**src/rtl/fetch_unit.sv**
```systemverilog
// Instruction fetch stage: owns the PC, fetches one word at a time over a
// req/gnt + rvalid bus and hands it to decode with a valid/ready handshake.
module fetch_unit #(
  parameter logic [31:0] RESET_PC     = 32'h0000_0000,
  parameter int unsigned TIMEOUT      = 255,
  parameter int unsigned SEL_PC_WIDTH = 2
) (
  input  logic                    clk,
  input  logic                    rst_n,
  output logic                    imem_req,
  output logic [31:0]             imem_addr,
  input  logic                    imem_gnt,
  input  logic                    imem_rvalid,
  input  logic [31:0]             imem_rdata,
  output logic [31:0]             code,
  output logic [31:0]             pc,
  output logic                    code_valid,
  input  logic                    code_ready,
  input  logic [SEL_PC_WIDTH-1:0] pc_sel,
  input  logic [31:0]             imm,
  input  logic [31:0]             rs1_data,
  input  logic                    br_taken,
  output logic                    fetch_fault,
  output logic [31:0]             fault_pc,
  output logic [31:0]             retire_cnt
);

  localparam logic [SEL_PC_WIDTH-1:0] SEL_PC_ADD4 = SEL_PC_WIDTH'(0);
  localparam logic [SEL_PC_WIDTH-1:0] SEL_PC_JAL  = SEL_PC_WIDTH'(1);
  localparam logic [SEL_PC_WIDTH-1:0] SEL_PC_JALR = SEL_PC_WIDTH'(2);
  localparam logic [6:0]              OPC_BRANCH  = 7'b1100011;
  // Counter value on the last S_WAIT cycle before the timeout fires.
  localparam logic [7:0]              TMO_LAST    = 8'(TIMEOUT - 1);

  typedef enum logic [1:0] {S_REQ, S_WAIT, S_HOLD, S_FAULT} state_t;

  state_t      state;
  logic [7:0]  tmo_cnt;
  logic [31:0] next_pc;
  logic [31:0] jalr_sum;

  assign imem_addr = pc;
  assign jalr_sum  = rs1_data + imm;

  always_comb begin
    next_pc = pc + 32'd4;
    case (pc_sel)
      SEL_PC_JAL:  next_pc = pc + imm;
      SEL_PC_JALR: next_pc = {jalr_sum[31:1], 1'b0};
      SEL_PC_ADD4: if (code[6:0] == OPC_BRANCH && br_taken) next_pc = pc + imm;
      default:     next_pc = pc + 32'd4;
    endcase
  end

  always_ff @(posedge clk or negedge rst_n) begin
    if (!rst_n) begin
      state       <= S_REQ;
      pc          <= RESET_PC;
      code        <= '0;
      code_valid  <= 1'b0;
      imem_req    <= 1'b1;
      fetch_fault <= 1'b0;
      fault_pc    <= '0;
      retire_cnt  <= '0;
      tmo_cnt     <= '0;
    end else begin
      case (state)
        S_REQ: begin
          if (imem_gnt) begin
            state    <= S_WAIT;
            imem_req <= 1'b0;
            tmo_cnt  <= '0;
          end
        end
        S_WAIT: begin
          if (imem_rvalid) begin
            code       <= imem_rdata;
            code_valid <= 1'b1;
            state      <= S_HOLD;
          end else begin
            tmo_cnt <= tmo_cnt + 8'd1;
            if (tmo_cnt == TMO_LAST) begin
              fetch_fault <= 1'b1;
              fault_pc    <= pc;
              state       <= S_FAULT;
            end
          end
        end
        S_HOLD: begin
          if (code_ready) begin
            retire_cnt <= retire_cnt + 32'd1;
            code_valid <= 1'b0;
            // A misaligned target still retires the instruction but keeps pc
            // pointing at it so fault_pc/pc together identify the culprit.
            if (next_pc[1]) begin
              fetch_fault <= 1'b1;
              fault_pc    <= next_pc;
              state       <= S_FAULT;
            end else begin
              pc       <= next_pc;
              imem_req <= 1'b1;
              state    <= S_REQ;
            end
          end
        end
        S_FAULT: begin
          imem_req   <= 1'b0;
          code_valid <= 1'b0;
        end
        default: state <= S_FAULT;
      endcase
    end
  end

endmodule

```
**config.mk**
```make
export PLATFORM = sky130hd
export DESIGN_NAME = fetch_unit
export DESIGN_NICKNAME = d
export VERILOG_FILES = /design/src/rtl/fetch_unit.sv
export SDC_FILE = /design/constraint.sdc
export NUM_CORES = 1
export LEC_CHECK = 0
export BUFFER_PORTS_ARGS = -buffer_cell sky130_fd_sc_hd__buf_2
export CAP_MARGIN = 10
export CORE_UTILIZATION = 35
export DETAILED_ROUTE_END_ITERATION = 7
export HOLD_SLACK_MARGIN = 0.08
export PLACE_DENSITY = 0.58
export SLEW_MARGIN = 10
export SYNTH_ARGS = -nofsm -noshare
export SYNTH_HDL_FRONTEND = slang
export SYNTH_SLANG_ARGS = --single-unit
```
**constraint.sdc**
```tcl
create_clock -name clk -period 3.8 [get_ports clk]
set_input_delay 0.38 -clock clk [delete_from_list [all_inputs] [get_ports clk]]
set_output_delay 0.38 -clock clk [all_outputs]
set_load 0.02 [all_outputs]
```
==> results.toml <==
[timing]
hold_viol_final = 0
max-slew-margin-rel_pct = 40.5
slew_violations = 0
setup_ws_ps = 589
setup_tns_ps = 0
rsz0062_at_grt = "no"
finClkSkew_ps = 10.6
fmaxAchievable_ghz = 0.311
fin_crit_sh_pct = 84.5
tightest_slew_ps = 893
fin_crit_ps = 3210
setup_viol = 0

[power_and_ir_drop]
fin_total_pwr_uw = 9500
combPwrFrac_pct = 54.8
clkPwrFrac_pct = 18.1
netSwitchingPower_uw = 4510
intPower_uw = 4990
p_leak_uw = 0.00613
vdd_drop_max_mv = 0.424
p_per_area_mw_per_mm2 = 715
p_seq_share_pct = 27.1
sw_frac_of_total_pct = 47.4

[worst_setup_path]
crit_type = "reg2reg"
crit_buf_inv = 0
max_stage_delay_ps = 430
cp-start-kind = "flop"
cp-end-kind = "flop"
cpLargestDelayFamily = "compound AO/OA/AOI/OAI gates"
crit_path_cell_trace = "ha_1 -> a211o_1 -> a21oi_1 -> a221oi_1 -> a211o_1 -> nor3_1 -> a21oi_1 -> nor4b_2 -> o211ai_1"
cp_data_required_time_ps = 4080
slowest_stage = "dfrtp_1"
crit_arrival_ps = 3490
critPathMaxFanout = 6

[yosys]
synthFlopType = "dfrtp_1"
ys.warnings.count = 0
synth_compound_area_share_pct = 22.8
muxShareOfSynthArea_pct = 4.45
synth-simple-area-share_pct = 19.2
syn_area_mm2 = 0.0111
avgSynthCellArea_um2 = 8.62
synth_top_family_by_area = "compound AO/OA/AOI/OAI gates"
synthCells = 1287
ys_seq_elements = 140
synthAdderAreaFrac_pct = 8.07
synthDistinctLibCells = 86
synth_edf_count = 0
synth-async-reset-ratio_pct = 100
ys_seq_area_share_pct = 31.6
synth_xor_area_share_pct = 7.97

[route]
wl_mm = 38.8
wl_met1_mm = 17.1
drt_iter0_markers = 827
dr.pass1.iters = 6
drc = 0
avgRoutedWirePerCell_um = 20.2
dr_total_vias = 10900
routed-wl-met2_mm = 17.8
viasPerCell = 5.67
met3_length_mm = 2.50
postRouteAntennaNets = 0
top_layer_used = "met4"

[global_route]
grt_pass1_vias = 10500
grtUsageTotal_pct = 23.7
grt_max_degree = 96
antenna_found_initial = 0
grt_pass1_wl_mm = 60.0
grt_overflow_total = 0

[floorplan]
dieArea_mm2 = 0.0324
core_area_mm2 = 0.0309
fp.dieW_um = 180
die_y_um = 180
start_util_pct = 35.9
num_io_pins = 267
rows = 64

[placement]
finalWeightedCongestion = 0.951
numPortBuffers = 264
place_ws_ps = 573
dp_hpwl_mm = 30.5

[layout]
multi_input_area_mm2 = 0.00694
regArea_mm2 = 0.00350
syn_to_final_growth_pct = 19.8
layout_common_cells = "buf_2 (263), dfrtp_1 (139), nand2_1 (115)"
antenna_cells = 0
layout_commonest_cell = "buf_2"
fillers = 3167
drive_gt1_share_pct = 26.0
nets = 1692

[clock_network]
cts.sinks = 140
cts_buffer_depth = 2
cts_tree = "built"
cts_inserted_buffers = 17
post_cts_buffers = 0
clk_latency_ps = 410
h-tree-depth = 4
post_cts_resized = 0
hold_buffers = 0
root_buffer = "clkbuf_16"
clk_pin_slew_ps = 60

[min_path]
hp-class = "in2async"

[flow_run]
maxCapViolations = 0

[outcome]
outcome = "finished clean"
## layout make-up
cell class                      instances  area share (%)
Inverter                               32           0.904
Timing Repair Buffer                  302            12.2
Clock buffer                           19            3.33
Clock inverter                         13            1.24
Tap cell                              396            3.73
Multi-Input combinational cell       1024            52.2
Sequential cell                       140            26.4
## registers in the layout, indices dropped and copies added (netlist names)
| register | count |
|---|---|
| state | 2 |
| retire_cnt | 32 |
| fault_pc | 32 |
| code_valid | 1 |
| imem_addr | 31 |
| tmo_cnt | 8 |
| imem_req | 1 |
| fetch_fault | 1 |
| code | 32 |
## metrics by stage
stage	cell area, µm²	hold slack (ps)	util (%)	std cells
2_1_floorplan	11100	84.4	-	1288
3_3_place_gp	12700	451	41.0	1894
3_5_place_dp	12700	460	41.0	1894
4_1_cts	13300	98.8	43.0	1926
5_1_grt	13300	131	43.0	1926
6_report	13300	63.6	43.0	1926
## power by group through the flow
stage               combinational (µW)  clock, µW  sequential [µW]
floorplan                         2910          0             3140
global placement                  5160          0             2570
detailed placement                5180          0             2590
CTS                               5210       1770             2570
global route                      5660       1820             2650
finish                            5210       1720             2570
## worst paths after layout
| check | start | endpoint | slack, ps | cells past startpoint |
|---|---|---|---|---|
| worst max register to register | imem_addr[20] | fault_pc[31] | 590 | 9 |
| min in group clk | imem_rdata[19] | code[19] | 190 | 2 |
| worst min register to register | retire_cnt[31] | retire_cnt[31] | 460 | 1 |
| worst max-delay path | imem_addr[20] | fault_pc[31] | 590 | 9 |
| max in group asynchronous | rst_n | code[28] | 2930 | 2 |
| worst min-delay path | rst_n | retire_cnt[13] | 60 | 1 |
## logic make-up (layout without fill, tap and decap cells)
group                    count (synthesis)  count (layout)
AO/OA/AOI/OAI                          389             389
buffers and inverters                  124             366
multiplexers                            44              44
adder cells (fa/ha/maj)                 71              71
XOR/XNOR                               101             101
other                                    1               2
AND/OR/NAND/NOR                        417             417
flip-flops                             140             140
## cells in the mapped netlist, drive strengths merged (4+ instances only)
library cell	count	area, µm²
dfrtp	139	3480
a22oi	4	30.0
and4	7	61.3
o2111ai	5	43.8
a21oi	95	494
o21bai	12	90.1
nor4	5	61.3
nor2b	6	37.5
o211ai	11	82.6
clkbuf	39	176
a22o	5	43.8
nor2	88	330
and3	27	169
nand4	30	203
buf	53	363
o31a	5	45.0
a221oi	25	225
inv	32	120
mux2	37	420
nor3b	4	30.0
xnor2	68	596
o21ai	111	556
nand2	116	438
a211oi	18	145
nor3	34	180
a21boi	4	30.0
o22ai	17	106
o21a	7	52.6
o31ai	8	60.1
a21o	18	135
nand3	53	290
o221ai	5	43.8
nand2b	5	31.3
xor2	33	289
or3	17	108
a31oi	11	68.8
or2	5	31.3
ha	70	876
mux2i	7	73.8
nand3b	4	30.0
a222oi	6	60.1
and2	9	56.3
## layer usage
layer  global-route usage (%)  up-vias
met4                     9.71        0
li1                         -     5202
met1                     31.2     5242
met5                        0        -
met2                     38.2      402
met3                     4.63       72
No activity file was read; power rests on OpenSTA's default activity.
